$ cat src/rtl/riscv_pkg.sv
// Shared definitions for the riscv32 core front end.
// Holds the branch_sel encodings produced by the branch control unit, the
// PC sequencer state enumeration and the default reset/trap vectors.
package riscv_pkg;

    localparam int unsigned XLEN_DEF = 32;

    // branch_sel encodings from the branch control unit
    localparam logic [1:0] BSEL_SEQ = 2'b00;
    localparam logic [1:0] BSEL_BR  = 2'b01;
    localparam logic [1:0] BSEL_RSV = 2'b10;
    localparam logic [1:0] BSEL_JMP = 2'b11;

    localparam logic [31:0] RESET_VECTOR_DEF = 32'h0000_0000;
    localparam logic [31:0] TRAP_VECTOR_DEF  = 32'h0000_0100;

    typedef enum logic [1:0] {
        ST_BOOT = 2'b00,
        ST_RUN  = 2'b01,
        ST_TRAP = 2'b10
    } pc_state_e;

endpackage : riscv_pkg

$ cat src/rtl/pc_target_mux.sv
// Combinational next-PC target selection.
// Ports:
//   pc_i, imm_i, jump_target_i  : candidate sources for the next PC
//   branch_sel_i                : redirect decision from the branch CU
//   pending_valid_i/target_i    : redirect buffered while fetch was held
//   target_sel_o                : selected next PC
//   misaligned_o                : selected target is not word aligned
module pc_target_mux
    import riscv_pkg::*;
#(
    parameter int unsigned XLEN = XLEN_DEF
) (
    input  logic [XLEN-1:0] pc_i,
    input  logic [XLEN-1:0] imm_i,
    input  logic [XLEN-1:0] jump_target_i,
    input  logic [1:0]      branch_sel_i,
    input  logic            pending_valid_i,
    input  logic [XLEN-1:0] pending_target_i,
    output logic [XLEN-1:0] target_sel_o,
    output logic            misaligned_o
);

    // Priority select: a buffered redirect always beats the live decision;
    // the reserved encoding falls through to sequential fetch.
    always_comb begin
        target_sel_o = pc_i + XLEN'(32'd4);
        if (pending_valid_i) begin
            target_sel_o = pending_target_i;
        end else begin
            case (branch_sel_i)
                BSEL_BR:  target_sel_o = pc_i + imm_i;
                BSEL_JMP: target_sel_o = {jump_target_i[XLEN-1:1], 1'b0};
                BSEL_SEQ: target_sel_o = pc_i + XLEN'(32'd4);
                BSEL_RSV: target_sel_o = pc_i + XLEN'(32'd4);
                default:  target_sel_o = pc_i + XLEN'(32'd4);
            endcase
        end
    end

    // pc stays word aligned, so pc+4 can never trip this check
    assign misaligned_o = (target_sel_o[1:0] != 2'b00);

endmodule : pc_target_mux

$ cat src/rtl/pc_next_unit.sv
// Program-counter sequencer for the riscv32 single-cycle core.
// Owns the PC register, the instruction fetch request, a one-entry redirect
// buffer used while fetch is held, and misaligned-target trapping.
// Ports:
//   clk, rst            : clock, synchronous active-high reset
//   branch_sel, imm,
//   jump_target         : redirect decision and targets from branch CU / ALU
//   stall, imem_ready   : fetch hold conditions (only looked at in RUN)
//   pc, pc_plus4        : current PC (registered) and pc+4
//   imem_req            : fetch request for the address on pc
//   misalign_exc        : one-cycle pulse while vectoring to the trap handler
//   exc_pc, exc_tval    : faulting PC and offending target of the last trap
module pc_next_unit
    import riscv_pkg::*;
#(
    parameter int unsigned     XLEN         = XLEN_DEF,
    parameter logic [XLEN-1:0] RESET_VECTOR = RESET_VECTOR_DEF,
    parameter logic [XLEN-1:0] TRAP_VECTOR  = TRAP_VECTOR_DEF
) (
    input  logic            clk,
    input  logic            rst,
    input  logic [1:0]      branch_sel,
    input  logic [XLEN-1:0] imm,
    input  logic [XLEN-1:0] jump_target,
    input  logic            stall,
    input  logic            imem_ready,
    output logic [XLEN-1:0] pc,
    output logic [XLEN-1:0] pc_plus4,
    output logic            imem_req,
    output logic            misalign_exc,
    output logic [XLEN-1:0] exc_pc,
    output logic [XLEN-1:0] exc_tval
);

    pc_state_e       state_q, state_d;
    logic [XLEN-1:0] pc_q, pc_d;
    logic            pending_valid_q, pending_valid_d;
    logic [XLEN-1:0] pending_target_q, pending_target_d;
    logic [XLEN-1:0] exc_pc_q, exc_pc_d;
    logic [XLEN-1:0] exc_tval_q, exc_tval_d;
    logic            imem_req_q, imem_req_d;
    logic            misalign_exc_q, misalign_exc_d;

    logic [XLEN-1:0] target_sel_s;
    logic            misaligned_s;
    logic            adv_s;

    pc_target_mux #(
        .XLEN (XLEN)
    ) u_target_mux (
        .pc_i             (pc_q),
        .imm_i            (imm),
        .jump_target_i    (jump_target),
        .branch_sel_i     (branch_sel),
        .pending_valid_i  (pending_valid_q),
        .pending_target_i (pending_target_q),
        .target_sel_o     (target_sel_s),
        .misaligned_o     (misaligned_s)
    );

    assign adv_s = (state_q == ST_RUN) && imem_ready && !stall;

    // Next-state logic for the FSM, PC, redirect buffer and exception record
    always_comb begin
        state_d          = state_q;
        pc_d             = pc_q;
        pending_valid_d  = pending_valid_q;
        pending_target_d = pending_target_q;
        exc_pc_d         = exc_pc_q;
        exc_tval_d       = exc_tval_q;
        case (state_q)
            ST_BOOT: state_d = ST_RUN;
            ST_RUN: begin
                if (adv_s) begin
                    pending_valid_d = 1'b0;
                    if (misaligned_s) begin
                        pc_d       = TRAP_VECTOR;
                        exc_pc_d   = pc_q;
                        exc_tval_d = target_sel_s;
                        state_d    = ST_TRAP;
                    end else begin
                        pc_d = target_sel_s;
                    end
                end else if ((branch_sel != BSEL_SEQ) && !pending_valid_q) begin
                    // first redirect seen while held is kept; later ones are dropped
                    pending_valid_d  = 1'b1;
                    pending_target_d = target_sel_s;
                end else begin
                    pending_valid_d = pending_valid_q;
                end
            end
            ST_TRAP: state_d = ST_RUN;
            default: state_d = ST_BOOT;
        endcase
        // status outputs are registered from the state being entered
        imem_req_d     = (state_d == ST_RUN);
        misalign_exc_d = (state_d == ST_TRAP);
    end

    // Sequential state with synchronous reset taking priority over everything
    always_ff @(posedge clk) begin
        if (rst) begin
            state_q          <= ST_BOOT;
            pc_q             <= RESET_VECTOR;
            pending_valid_q  <= 1'b0;
            pending_target_q <= '0;
            exc_pc_q         <= '0;
            exc_tval_q       <= '0;
            imem_req_q       <= 1'b0;
            misalign_exc_q   <= 1'b0;
        end else begin
            state_q          <= state_d;
            pc_q             <= pc_d;
            pending_valid_q  <= pending_valid_d;
            pending_target_q <= pending_target_d;
            exc_pc_q         <= exc_pc_d;
            exc_tval_q       <= exc_tval_d;
            imem_req_q       <= imem_req_d;
            misalign_exc_q   <= misalign_exc_d;
        end
    end

    assign pc           = pc_q;
    assign pc_plus4     = pc_q + XLEN'(32'd4);
    assign imem_req     = imem_req_q;
    assign misalign_exc = misalign_exc_q;
    assign exc_pc       = exc_pc_q;
    assign exc_tval     = exc_tval_q;

endmodule : pc_next_unit

$ cat config.mk
export PLATFORM = sky130hd
export DESIGN_NAME = pc_next_unit
export DESIGN_NICKNAME = d
export VERILOG_FILES = /design/src/rtl/riscv_pkg.sv /design/src/rtl/pc_target_mux.sv /design/src/rtl/pc_next_unit.sv
export SDC_FILE = /design/constraint.sdc
export NUM_CORES = 1
export LEC_CHECK = 0
export BUFFER_PORTS_ARGS = -buffer_cell sky130_fd_sc_hd__buf_2
export CORE_ASPECT_RATIO = 2
export CORE_MARGIN = 2
export CORE_UTILIZATION = 35
export DETAILED_ROUTE_END_ITERATION = 12
export PLACE_DENSITY_LB_ADDON = 0.15
export SETUP_SLACK_MARGIN = 0.5
export SYNTH_ARGS = -nofsm -noshare
export SYNTH_HDL_FRONTEND = slang
export SYNTH_HIERARCHICAL = 1
export SYNTH_SLANG_ARGS = --single-unit
$ cat constraint.sdc
create_clock -name clk -period 3.2 [get_ports clk]
set_clock_uncertainty 0.1 [all_clocks]
set_input_delay 0.32 -clock clk [delete_from_list [all_inputs] [get_ports clk]]
set_output_delay 0.32 -clock clk [all_outputs]
set_load 0.03 [all_outputs]
==> results.sh <==
export IMPL_track_usage=0.253
export IMPL_rsz0062_at_grt="yes"
export IMPL_setup_ws_ps=159
export IMPL_status="completed"
export IMPL_synthMuxAreaShare=0.0111
export IMPL_power_density_nw_per_um2=379
export IMPL_min_period_ps=3040
export IMPL_cp_end_kind="register"
export IMPL_num_io_pins=200
export IMPL_worstSetupPathType="reg -> reg"
export IMPL_slew_violations=0
export IMPL_cts_sinks=133
export IMPL_routabilityCongestion=0.925
export IMPL_cp_start_kind="register"
export IMPL_drive_gt1_frac=0.367
export IMPL_top_layer="met4"
export IMPL_yosysUniqueCellTypes=77
export IMPL_synth_xor_area_share=0.0800
export IMPL_yosysMostFrequentCell="nand2_1"
export IMPL_antenna_found_initial=0
export IMPL_worst_hold_path_type="in -> reg"
export IMPL_final_cells=1652
export IMPL_dpl_hpwl_mm=23.8
export IMPL_route_met3_wl_mm=1.30
export IMPL_syn_inst=1097
export IMPL_cts_root_buf="clkbuf_16"
export IMPL_ys_flop_type="dfxtp_1"
export IMPL_synth_area_leader_cell="dfxtp_1"
export IMPL_drc=0
export IMPL_diodes=0
export IMPL_clk_path_buf_depth=2
export IMPL_synth_async_reset_ratio=0
export IMPL_dp_cells=1581
export IMPL_num_nets_final=1458
export IMPL_ant_nets=0
export IMPL_synth_edff_count=0
export IMPL_reg2reg_slack_ps=160
export IMPL_worstPathMaxFanout=3
export IMPL_grt_pass1_vias=8713
export IMPL_vias=9080
export IMPL_max_freq_mhz=329
export IMPL_ys_seq_area_frac=0.316
export IMPL_cts_hold_fix_buffers=0
export IMPL_drtIter0Drc=496
export IMPL_synthToLayoutAreaGrowth_pct=39.2
export IMPL_final_hold_viol_count=0
export IMPL_wl_met2_mm=16.8
export IMPL_grt_pass1_wl_mm=49.2
export IMPL_design_die_area_sq_um=25400
export IMPL_cp_required_ps=3430
export IMPL_firstDrtPassIters=6
export IMPL_power_mw=4.44
export IMPL_syn_nets=1201
export IMPL_power_leakage_nw=4.99
export IMPL_yosysWarnings=6
export IMPL_synth_top_area_frac=0.316
export IMPL_yosys_area_share_simple=0.254
export IMPL_timing_slew_headroom=0.393
export IMPL_numCtsBuffers=17
export IMPL_coreArea_sq_um=23700
export IMPL_clock_latency_ps=440
export IMPL_tns_ps=0
export IMPL_wl_per_cell_microns=19.9
export IMPL_ys_top_cells_by_count="nand2_1, a21oi_1, dfxtp_1"
export IMPL_cts_tree="built"
export IMPL_die_h_microns=223
export IMPL_die_width_microns=114
export IMPL_grt_max_degree=77
export IMPL_portBuffers=198
export IMPL_pre_cts_ws_ps=31.6
export IMPL_synth_top_family_by_area="simple AND/OR/NAND/NOR gates"
export IMPL_syn_avg_cell_area_sq_um=7.68
export IMPL_synth_area_top_cells="dfxtp_1, nand2_1, a21oi_1, xnor2_1, ha_1"
export IMPL_ys_ff_latch=133
export IMPL_setup_viol=0
export IMPL_rows=80
export IMPL_max_cap_violations=0
export IMPL_finalCritPeriodShare=0.950
export IMPL_cts_htree_levels=4
export IMPL_synth_compound_area_frac=0.237
export IMPL_routed_wl_mm=32.9
export IMPL_path_clk_slew_ps=60
export IMPL_irDropWorstVdd_mv=0.428
export IMPL_initial_utilization=0.355
export IMPL_synth_adder_area_share=0.0514
export IMPL_routedLengthMet1_mm=13.4
export IMPL_drt_vias_per_instance=5.50
export IMPL_worstPathArrival_ps=3270
export IMPL_syn_cell_area_sq_um=8430
export IMPL_tightest_slew_ps=911
export IMPL_grt_overflow_total=0
[final cells by class]
| class | instances | area [sq um] |
|---|---|---|
| Clock buffer | 21 | 450 |
| Clock inverter | 9 | 80.1 |
| Fill cell | 2403 | 12000 |
| Inverter | 13 | 52.6 |
| Multi-Input combinational cell | 878 | 6060 |
| Sequential cell | 133 | 2730 |
| Tap cell | 287 | 359 |
| Timing Repair Buffer | 311 | 2000 |
[flip-flops by register name, summed over array words and instances, names as in the netlist]
name / cells
pc: 32
misalign_exc: 1
imem_req: 1
pending_target_q: 32
exc_tval: 32
state_q: 2
exc_pc: 32
pending_valid_q: 1
[power by group]
| part | total [mW] | switching (mW) | internal, mW |
|---|---|---|---|
| combinational | 0.873 | 0.540 | 0.333 |
| sequential | 1.73 | 0.0360 | 1.69 |
| clock | 1.84 | 0.769 | 1.07 |
| total | 4.44 | 1.34 | 3.10 |
[metal layers]
layer | vias to the layer above | track usage
li1 | 4386 | -
met1 | 4341 | 0.303
met2 | 282 | 0.428
met3 | 71 | 0.0440
met4 | 0 | 0.135
met5 | - | 0
[critical path, stage by stage, from the launching register on]
cell      delay, ps
dfxtp_4         350
ha_4            170
fa_2            370
a211oi_4        270
o21bai_4        100
o211ai_1        190
buf_4           150
nand4b_1        150
a211oi_2        270
xor2_1          170
o21ai_1         110
mux2_4          300
a22o_1          200
[cell families after synthesis]
kind of cell | count (synthesis)
AOI/OAI and AO/OA | 318
xor gates and xnor gates | 77
adders and majority gates | 34
buffers and inverters | 86
DFF | 133
muxes | 9
and+or+nand+nor | 440
[per-stage QoR]
| stage | utilization | area, sq um | hold WS (ps) |
|---|---|---|---|
| after floorplan | - | 8590 | 333 |
| final | 0.494 | 11700 | 158 |
| after detailed placement | 0.427 | 10100 | 343 |
| after global placement | 0.427 | 10100 | 340 |
| after CTS | 0.467 | 11100 | 144 |
| after global routing | 0.494 | 11700 | 179 |
[final timing paths]
path | depth (start not counted) | end | startpoint
min reg2reg | 2 | exc_pc[12] | exc_pc[12]
max | 12 | pc[28] | pc[0]
min | 2 | state_q[0] | rst
max reg2reg | 12 | pc[28] | pc[0]
[repair_timing]
action                                 4_1_cts  5_1_grt
buffers inserted                            18       23
setup endpoints to repair                   89      126
resized for setup                           67      112
endpoints found under the hold margin        0        0
pin swaps                                   44       58
[cells in the final DEF (no fill, tap or decap), types with 17 or more instances in the layout]
master | netlist | layout
xnor2_1 | 50 | 45
buf_4 | 5 | 92
clkbuf_16 | 0 | 17
o21ai_0 | 44 | 30
a21oi_1 | 143 | 127
buf_6 | 9 | 18
nand3_1 | 28 | 24
a22o_1 | 31 | 31
dfxtp_1 | 133 | 109
buf_2 | 17 | 193
nor2_1 | 55 | 51
nand2_1 | 274 | 265
xor2_1 | 27 | 25
nand4_1 | 17 | 17
(Power assumes the default switching activity.)
